### config.mk
export PLATFORM = sky130hd
export DESIGN_NAME = vram_arbiter
export DESIGN_NICKNAME = d
export VERILOG_FILES = /design/src/rtl/vram_arb_pkg.sv /design/src/rtl/vram_addr_map.sv /design/src/rtl/vram_arbiter.sv
export SDC_FILE = /design/constraint.sdc
export NUM_CORES = 1
export LEC_CHECK = 0
export BUFFER_PORTS_ARGS = -buffer_cell sky130_fd_sc_hd__buf_2
export CORE_UTILIZATION = 44
export CTS_BUF_LIST = sky130_fd_sc_hd__clkbuf_16
export DETAILED_ROUTE_END_ITERATION = 6
export PLACE_DENSITY = 0.86
export SYNTH_ARGS = -nofsm -noshare
export SYNTH_HDL_FRONTEND = slang
export SYNTH_SLANG_ARGS = --single-unit
### constraint.sdc
create_clock -name clk -period 7.6 [get_ports clk]
set_input_delay 1.14 -clock clk [delete_from_list [all_inputs] [get_ports clk]]
set_output_delay 1.14 -clock clk [all_outputs]
set_load 0.03 [all_outputs]
### src/rtl/vram_arb_pkg.sv
// vram_arb_pkg: shared types and framebuffer geometry helpers for the VRAM arbiter
// and any logic that addresses the downscaled framebuffer (sprites, blitters).
package vram_arb_pkg;

  // Owner of the single VRAM port in a given cycle.
  typedef enum logic [1:0] {
    OWN_IDLE = 2'd0,
    OWN_DISP = 2'd1,
    OWN_WR   = 2'd2,
    OWN_RD   = 2'd3
  } owner_e;

  // Framebuffer dimension after downscaling one display axis.
  function automatic int unsigned fb_dim(input int unsigned disp, input int unsigned shift);
    return disp >> shift;
  endfunction

  // FB_W/FB_H for a given display geometry.
  function automatic int unsigned fb_w(input int unsigned h_disp, input int unsigned shift);
    return fb_dim(h_disp, shift);
  endfunction

  function automatic int unsigned fb_h(input int unsigned v_disp, input int unsigned shift);
    return fb_dim(v_disp, shift);
  endfunction

  // Total framebuffer entries (FB_SIZE).
  function automatic int unsigned fb_size(input int unsigned h_disp, input int unsigned v_disp,
                                          input int unsigned shift);
    return fb_w(h_disp, shift) * fb_h(v_disp, shift);
  endfunction

  // Colour channel layout: {red, green, blue}, equal-width channels.
  function automatic int unsigned col_width(input int unsigned pix_width);
    return pix_width / 3;
  endfunction

  function automatic int unsigned red_lsb(input int unsigned pix_width);
    return 2 * (pix_width / 3);
  endfunction

  function automatic int unsigned green_lsb(input int unsigned pix_width);
    return pix_width / 3;
  endfunction

  function automatic int unsigned blue_lsb(input int unsigned pix_width);
    return 0 * pix_width;
  endfunction

endpackage

### src/rtl/vram_addr_map.sv
// vram_addr_map: combinational screen-position to framebuffer-address mapper.
// Ports:
//   hpos, vpos : screen coordinates from the timing generator
//   addr       : (vpos>>PIX_SHIFT)*FB_W + (hpos>>PIX_SHIFT)
module vram_addr_map
  import vram_arb_pkg::*;
#(
  parameter int unsigned HPOS_WIDTH = 10,
  parameter int unsigned VPOS_WIDTH = 10,
  parameter int unsigned H_DISPLAY  = 640,
  parameter int unsigned PIX_SHIFT  = 2,
  parameter int unsigned ADDR_WIDTH = 15
) (
  input  logic [HPOS_WIDTH-1:0] hpos,
  input  logic [VPOS_WIDTH-1:0] vpos,
  output logic [ADDR_WIDTH-1:0] addr
);

  localparam int unsigned FB_W = fb_w(H_DISPLAY, PIX_SHIFT);

  logic [HPOS_WIDTH-1:0] col;
  logic [VPOS_WIDTH-1:0] row;

  // Truncate to framebuffer resolution before the constant multiply.
  assign col  = hpos >> PIX_SHIFT;
  assign row  = vpos >> PIX_SHIFT;
  assign addr = ADDR_WIDTH'(row) * ADDR_WIDTH'(FB_W) + ADDR_WIDTH'(col);

endmodule

### src/rtl/vram_arbiter.sv
// vram_arbiter: shares a single-port, 1-cycle-latency VRAM between display
// scanout (absolute priority on phase 0 of every active pixel) and a pixel
// writer, and re-times hsync/vsync to stay aligned with the fetched RGB.
// Optional readback port: define VRAM_READBACK_EN.
// Ports:
//   clk, reset                         : clock, synchronous active-high reset
//   hpos, vpos, display_on, hsync/vsync: from the 640x480 timing generator
//   vga_hsync, vga_vsync, vga_rgb      : to the VGA pins, one pixel (2 clk) late
//   mem_addr, mem_we, mem_wdata        : VRAM command (combinational per slot)
//   mem_rdata                          : VRAM read data, one cycle after address
//   wr_valid, wr_ready, wr_addr, wr_data: writer handshake
//   rd_valid, rd_ready, rd_addr, rd_data, rd_data_valid: readback (VRAM_READBACK_EN)
module vram_arbiter
  import vram_arb_pkg::*;
#(
  parameter int unsigned HPOS_WIDTH = 10,
  parameter int unsigned VPOS_WIDTH = 10,
  parameter int unsigned H_DISPLAY  = 640,
  parameter int unsigned V_DISPLAY  = 480,
  parameter int unsigned PIX_SHIFT  = 2,
  parameter int unsigned PIX_WIDTH  = 12,
  parameter int unsigned ADDR_WIDTH = 15
) (
  input  logic                  clk,
  input  logic                  reset,
  input  logic [HPOS_WIDTH-1:0] hpos,
  input  logic [VPOS_WIDTH-1:0] vpos,
  input  logic                  display_on,
  input  logic                  hsync,
  input  logic                  vsync,
  output logic                  vga_hsync,
  output logic                  vga_vsync,
  output logic [PIX_WIDTH-1:0]  vga_rgb,
  output logic [ADDR_WIDTH-1:0] mem_addr,
  output logic                  mem_we,
  output logic [PIX_WIDTH-1:0]  mem_wdata,
  input  logic [PIX_WIDTH-1:0]  mem_rdata,
  input  logic                  wr_valid,
  output logic                  wr_ready,
  input  logic [ADDR_WIDTH-1:0] wr_addr,
  input  logic [PIX_WIDTH-1:0]  wr_data
`ifdef VRAM_READBACK_EN
  ,
  input  logic                  rd_valid,
  output logic                  rd_ready,
  input  logic [ADDR_WIDTH-1:0] rd_addr,
  output logic [PIX_WIDTH-1:0]  rd_data,
  output logic                  rd_data_valid
`endif
);

  localparam int unsigned FB_SIZE = fb_size(H_DISPLAY, V_DISPLAY, PIX_SHIFT);
  localparam logic [ADDR_WIDTH-1:0] FB_LIMIT = ADDR_WIDTH'(FB_SIZE);

  logic                  phase;
  logic                  phase_nxt;
  owner_e                owner;
  logic                  writer_slot;
  logic [ADDR_WIDTH-1:0] disp_addr;
  logic                  disp_q;
  logic                  hs_q;
  logic                  vs_q;

`ifdef VRAM_READBACK_EN
  logic rr_rd;     // 1: readback has priority on the next contended slot
  logic rd_pend;   // readback address was presented last cycle
  logic rd_oob_q;  // that address was outside the framebuffer
`endif

  vram_addr_map #(
    .HPOS_WIDTH (HPOS_WIDTH),
    .VPOS_WIDTH (VPOS_WIDTH),
    .H_DISPLAY  (H_DISPLAY),
    .PIX_SHIFT  (PIX_SHIFT),
    .ADDR_WIDTH (ADDR_WIDTH)
  ) u_addr_map (
    .hpos (hpos),
    .vpos (vpos),
    .addr (disp_addr)
  );

  // Phase register: tracks the timing generator's divide-by-2 pixel enable.
  always_ff @(posedge clk) begin
    if (reset) phase <= 1'b0;
    else       phase <= phase_nxt;
  end

  // Next phase and slot owner for this cycle.
  always_comb begin
    phase_nxt   = ~phase;
    owner       = OWN_IDLE;
    writer_slot = 1'b0;
    if (!reset) begin
      if (!phase && display_on) begin
        owner = OWN_DISP;
      end else begin
        writer_slot = 1'b1;
`ifdef VRAM_READBACK_EN
        if (wr_valid && (!rd_valid || !rr_rd)) owner = OWN_WR;
        else if (rd_valid)                     owner = OWN_RD;
`else
        if (wr_valid) owner = OWN_WR;
`endif
      end
    end
  end

  // VRAM command and handshake outputs for the current owner.
  always_comb begin
    mem_addr  = '0;
    mem_we    = 1'b0;
    mem_wdata = '0;
`ifdef VRAM_READBACK_EN
    wr_ready  = (owner == OWN_WR);
    rd_ready  = (owner == OWN_RD);
`else
    wr_ready  = writer_slot;
`endif
    unique case (owner)
      OWN_DISP: mem_addr = disp_addr;
      OWN_WR: begin
        mem_addr  = wr_addr;
        mem_wdata = wr_data;
        // Out-of-range writes are consumed but never reach the RAM.
        mem_we    = (wr_addr < FB_LIMIT);
      end
`ifdef VRAM_READBACK_EN
      OWN_RD:   mem_addr = rd_addr;
`endif
      default: ;
    endcase
  end

  // Scanout pipeline: capture controls with the read, emit once data returns.
  always_ff @(posedge clk) begin
    if (reset) begin
      disp_q    <= 1'b0;
      hs_q      <= 1'b0;
      vs_q      <= 1'b0;
      vga_rgb   <= '0;
      vga_hsync <= 1'b0;
      vga_vsync <= 1'b0;
    end else if (!phase) begin
      disp_q <= display_on;
      hs_q   <= hsync;
      vs_q   <= vsync;
    end else begin
      vga_rgb   <= disp_q ? mem_rdata : '0;
      vga_hsync <= hs_q;
      vga_vsync <= vs_q;
    end
  end

`ifdef VRAM_READBACK_EN
  // Readback arbitration pointer and two-stage response pipeline.
  always_ff @(posedge clk) begin
    if (reset) begin
      rr_rd         <= 1'b0;
      rd_pend       <= 1'b0;
      rd_oob_q      <= 1'b0;
      rd_data_valid <= 1'b0;
      rd_data       <= '0;
    end else begin
      if (writer_slot && wr_valid && rd_valid) rr_rd <= ~rr_rd;
      rd_pend       <= (owner == OWN_RD);
      rd_oob_q      <= (rd_addr >= FB_LIMIT);
      rd_data_valid <= rd_pend;
      if (rd_pend) rd_data <= rd_oob_q ? '0 : mem_rdata;
    end
  end
`endif

endmodule

==> impl_metrics.tcl <==
set metrics [dict create \
    dp_slack_ns 2.99 \
    crit_path_end_kind "output port" \
    switching_power_w 0.0000999 \
    clock_skew_ns 0.00448 \
    ys_seq_elements 18 \
    hold_viol 0 \
    ir_worst_vdd_mv 0.0725 \
    status "finished clean" \
    powerDensity_nw_per_um2 151 \
    cts_made_buffers 3 \
    path_clk_slew_ns 0.05 \
    clk_latency_ns 0.24 \
    via_per_inst 5.15 \
    drt_pass1_iterations 4 \
    ios 108 \
    grt-ovfl-total 0 \
    htreeDepth 1 \
    cp_max_fo 3 \
    design_area_um2 2090 \
    clock.fmax_ghz 0.216 \
    cp.arrival_ns 3.48 \
    grt_pass1_wl_um 5870 \
    start_util_pct 47.5 \
    synth.distinct_cells 36 \
    dp_cells 324 \
    first_global_vias 1433 \
    die_h_um 59.9 \
    die_x_um 59.9 \
    grtUsageTotal_pct 21.0 \
    area_growth_pct 41.8 \
    postPlaceCellArea_um2 2010 \
    fp.dieArea_um2 3590 \
    p_comb_share_pct 36.8 \
    worst_pin_slew_ns 0.725 \
    post_cts_buffers 0 \
    swShare_pct 31.7 \
    syn_inst 186 \
    seq_power_share_pct 31.5 \
    p_total_w 0.000315 \
    cap_violations 0 \
    nets 369 \
    critPathLaunchType "primary input" \
    drtIter0Drc 72 \
    antenna_found_initial 0 \
    setup_tns_ns 0 \
    clock_path_buffers 2 \
    detail-route-antenna-nets 0 \
    grt_max_degree 27 \
    fp-row-count 20 \
    syn_area_um2 1470 \
    yosys.area.top_type_share_pct 24.4 \
    diodes 0 \
    layout_min_cycle_time_ns 4.62 \
    io_buffer_count 103 \
    critPathRequiredTime_ns 6.46 \
    slew_headroom_pct 51.7 \
    p_leak_nw 1.10 \
    rsz0062_at_grt "false" \
    syn_nets 270 \
    fin_cells 328 \
    final_max_slew_viol_count 0 \
    hpwl_um 3050 \
    vias 1688 \
    setup_slack_ns 2.98 \
    synth_top_area_cell "dfxtp_1" \
    hold_path.class "flip-flop to flip-flop" \
    synth_flop_cell "dfxtp_1" \
    synth_area_leaders "dfxtp_1, ha_1, a22oi_1" \
    clkPwrFrac_pct 31.8 \
    synth.yosys.seq_area_share_pct 24.4 \
    drive_gt1_share_pct 39.1 \
    power.internal_w 0.000215 \
    drc 0 \
    synth_warnings 0 \
    cts_tree "done" \
    postRouteWirelength_um 3680 \
    worst-setup-path-type "primary input to output port" \
    cts_sinks 18 \
    core_um2 3100 \
    cts_hold_buf 0 \
    post_synth.cell_area_avg_um2 7.92 \
    wl_per_cell_um 11.2 \
    gp_congestion 0.801 \
    synth_edf_count 0 \
    cts-root-buf "clkbuf_16" \
    setup_viol 0 \
    async_flop_share_pct 0 \
    post-route-period-util_pct 60.8 \
    cts_resized 0 \
]
[path summary, 6_finish.rpt]
| path | from | end | slack (ns) | cells past startpoint |
|---|---|---|---|---|
| min reg2reg | vga_vsync$_SDFFE_PP0P_ | vga_vsync$_SDFFE_PP0P_ | 0.46 | 2 |
| min | vga_vsync$_SDFFE_PP0P_ | vga_vsync$_SDFFE_PP0P_ | 0.46 | 2 |
| max | vpos[3] | mem_addr[13] | 2.98 | 12 |
| max reg2reg | phase$_SDFF_PP0_ | vga_rgb[0]$_SDFFE_PP0P_ | 6.31 | 3 |
[cell usage after synthesis (2+ instances only)]
master / n
a211o_1: 2
a21o_1: 3
a21oi_1: 6
a22oi_1: 23
a31oi_1: 2
and2_1: 14
clkbuf_1: 8
dfxtp_1: 18
fa_1: 2
ha_1: 17
inv_1: 7
nand2_1: 14
nand3_1: 2
nor2_1: 33
nor2b_1: 3
nor3_1: 2
o21ai_0: 2
o21ai_1: 2
xnor2_1: 3
xor2_1: 7
[power by group through the flow]
| stage | logic (W) | registers [W] | clock network (W) |
|---|---|---|---|
| after floorplan | 0.0000763 | 0.000104 | 0 |
| after global placement | 0.000113 | 0.000101 | 0 |
| after detailed placement | 0.000115 | 0.000101 | 0 |
| after CTS | 0.000116 | 0.0000990 | 0.000103 |
| after global routing | 0.000129 | 0.0000993 | 0.000107 |
| final | 0.000116 | 0.0000991 | 0.000100 |
[per-layer routing]
metal	track usage (%)	vias to the layer above	routed length [um]
met4	4.98	0	15
met3	2.60	2	211
met2	38.7	71	1770
met1	25.6	756	1680
li1	-	859	-
met5	0	-	0
[metrics by stage]
step / utilization, % / hold slack (ns)
CTS: 67.3 / 0.464
global placement: 64.8 / 0.456
global route: 67.3 / 0.483
detailed placement: 64.8 / 0.457
floorplan: - / 0.447
finish: 67.3 / 0.459
[final cells by class]
type	count	area [um^2]
Clock inverter	1	3.75
Sequential cell	18	360
Clock buffer	3	75.1
Timing Repair Buffer	103	515
Fill cell	277	1010
Multi-Input combinational cell	151	1050
Inverter	8	30.0
Tap cell	44	55.1
[critical path, cell delays in order]
cell and delay (ns):
buf_2 0.14, ha_1 0.28, ha_1 0.17, inv_1 0.06, fa_1 0.41, nor2b_1 0.16
o31ai_1 0.10, xnor2_1 0.37, nand3_1 0.14, xor2_1 0.16, o21ai_0 0.13, buf_2 0.22
[layout by cell type, fill, tap and decap left out, types with 6 or more instances in the layout]
master / synthesis / routed
a22oi_1: 23 / 23
inv_1: 7 / 7
ha_1: 17 / 17
xor2_1: 7 / 7
dfxtp_1: 18 / 18
nand2_1: 14 / 14
buf_2: 0 / 103
a21oi_1: 6 / 6
and2_1: 14 / 14
nor2_1: 33 / 33
[registers in the layout, summed over array words and instances (netlist names)]
name / flops
disp_q: 1
vs_q: 1
vga_vsync: 1
phase: 1
hs_q: 1
vga_hsync: 1
vga_rgb: 12
[cells by family (layout without fill, tap and decap cells)]
logic type                 Yosys count  in the layout  share of synthesized area [%]
buffers and inverters               17            115                           4.33
xor gates and xnor gates            10             10                           5.94
and+or+nand+nor                     73             73                           23.7
DFF                                 18             18                           24.4
AOI/OAI and AO/OA                   49             49                           24.4
adders and majority gates           19             19                           17.1
(Power assumes the default switching activity.)
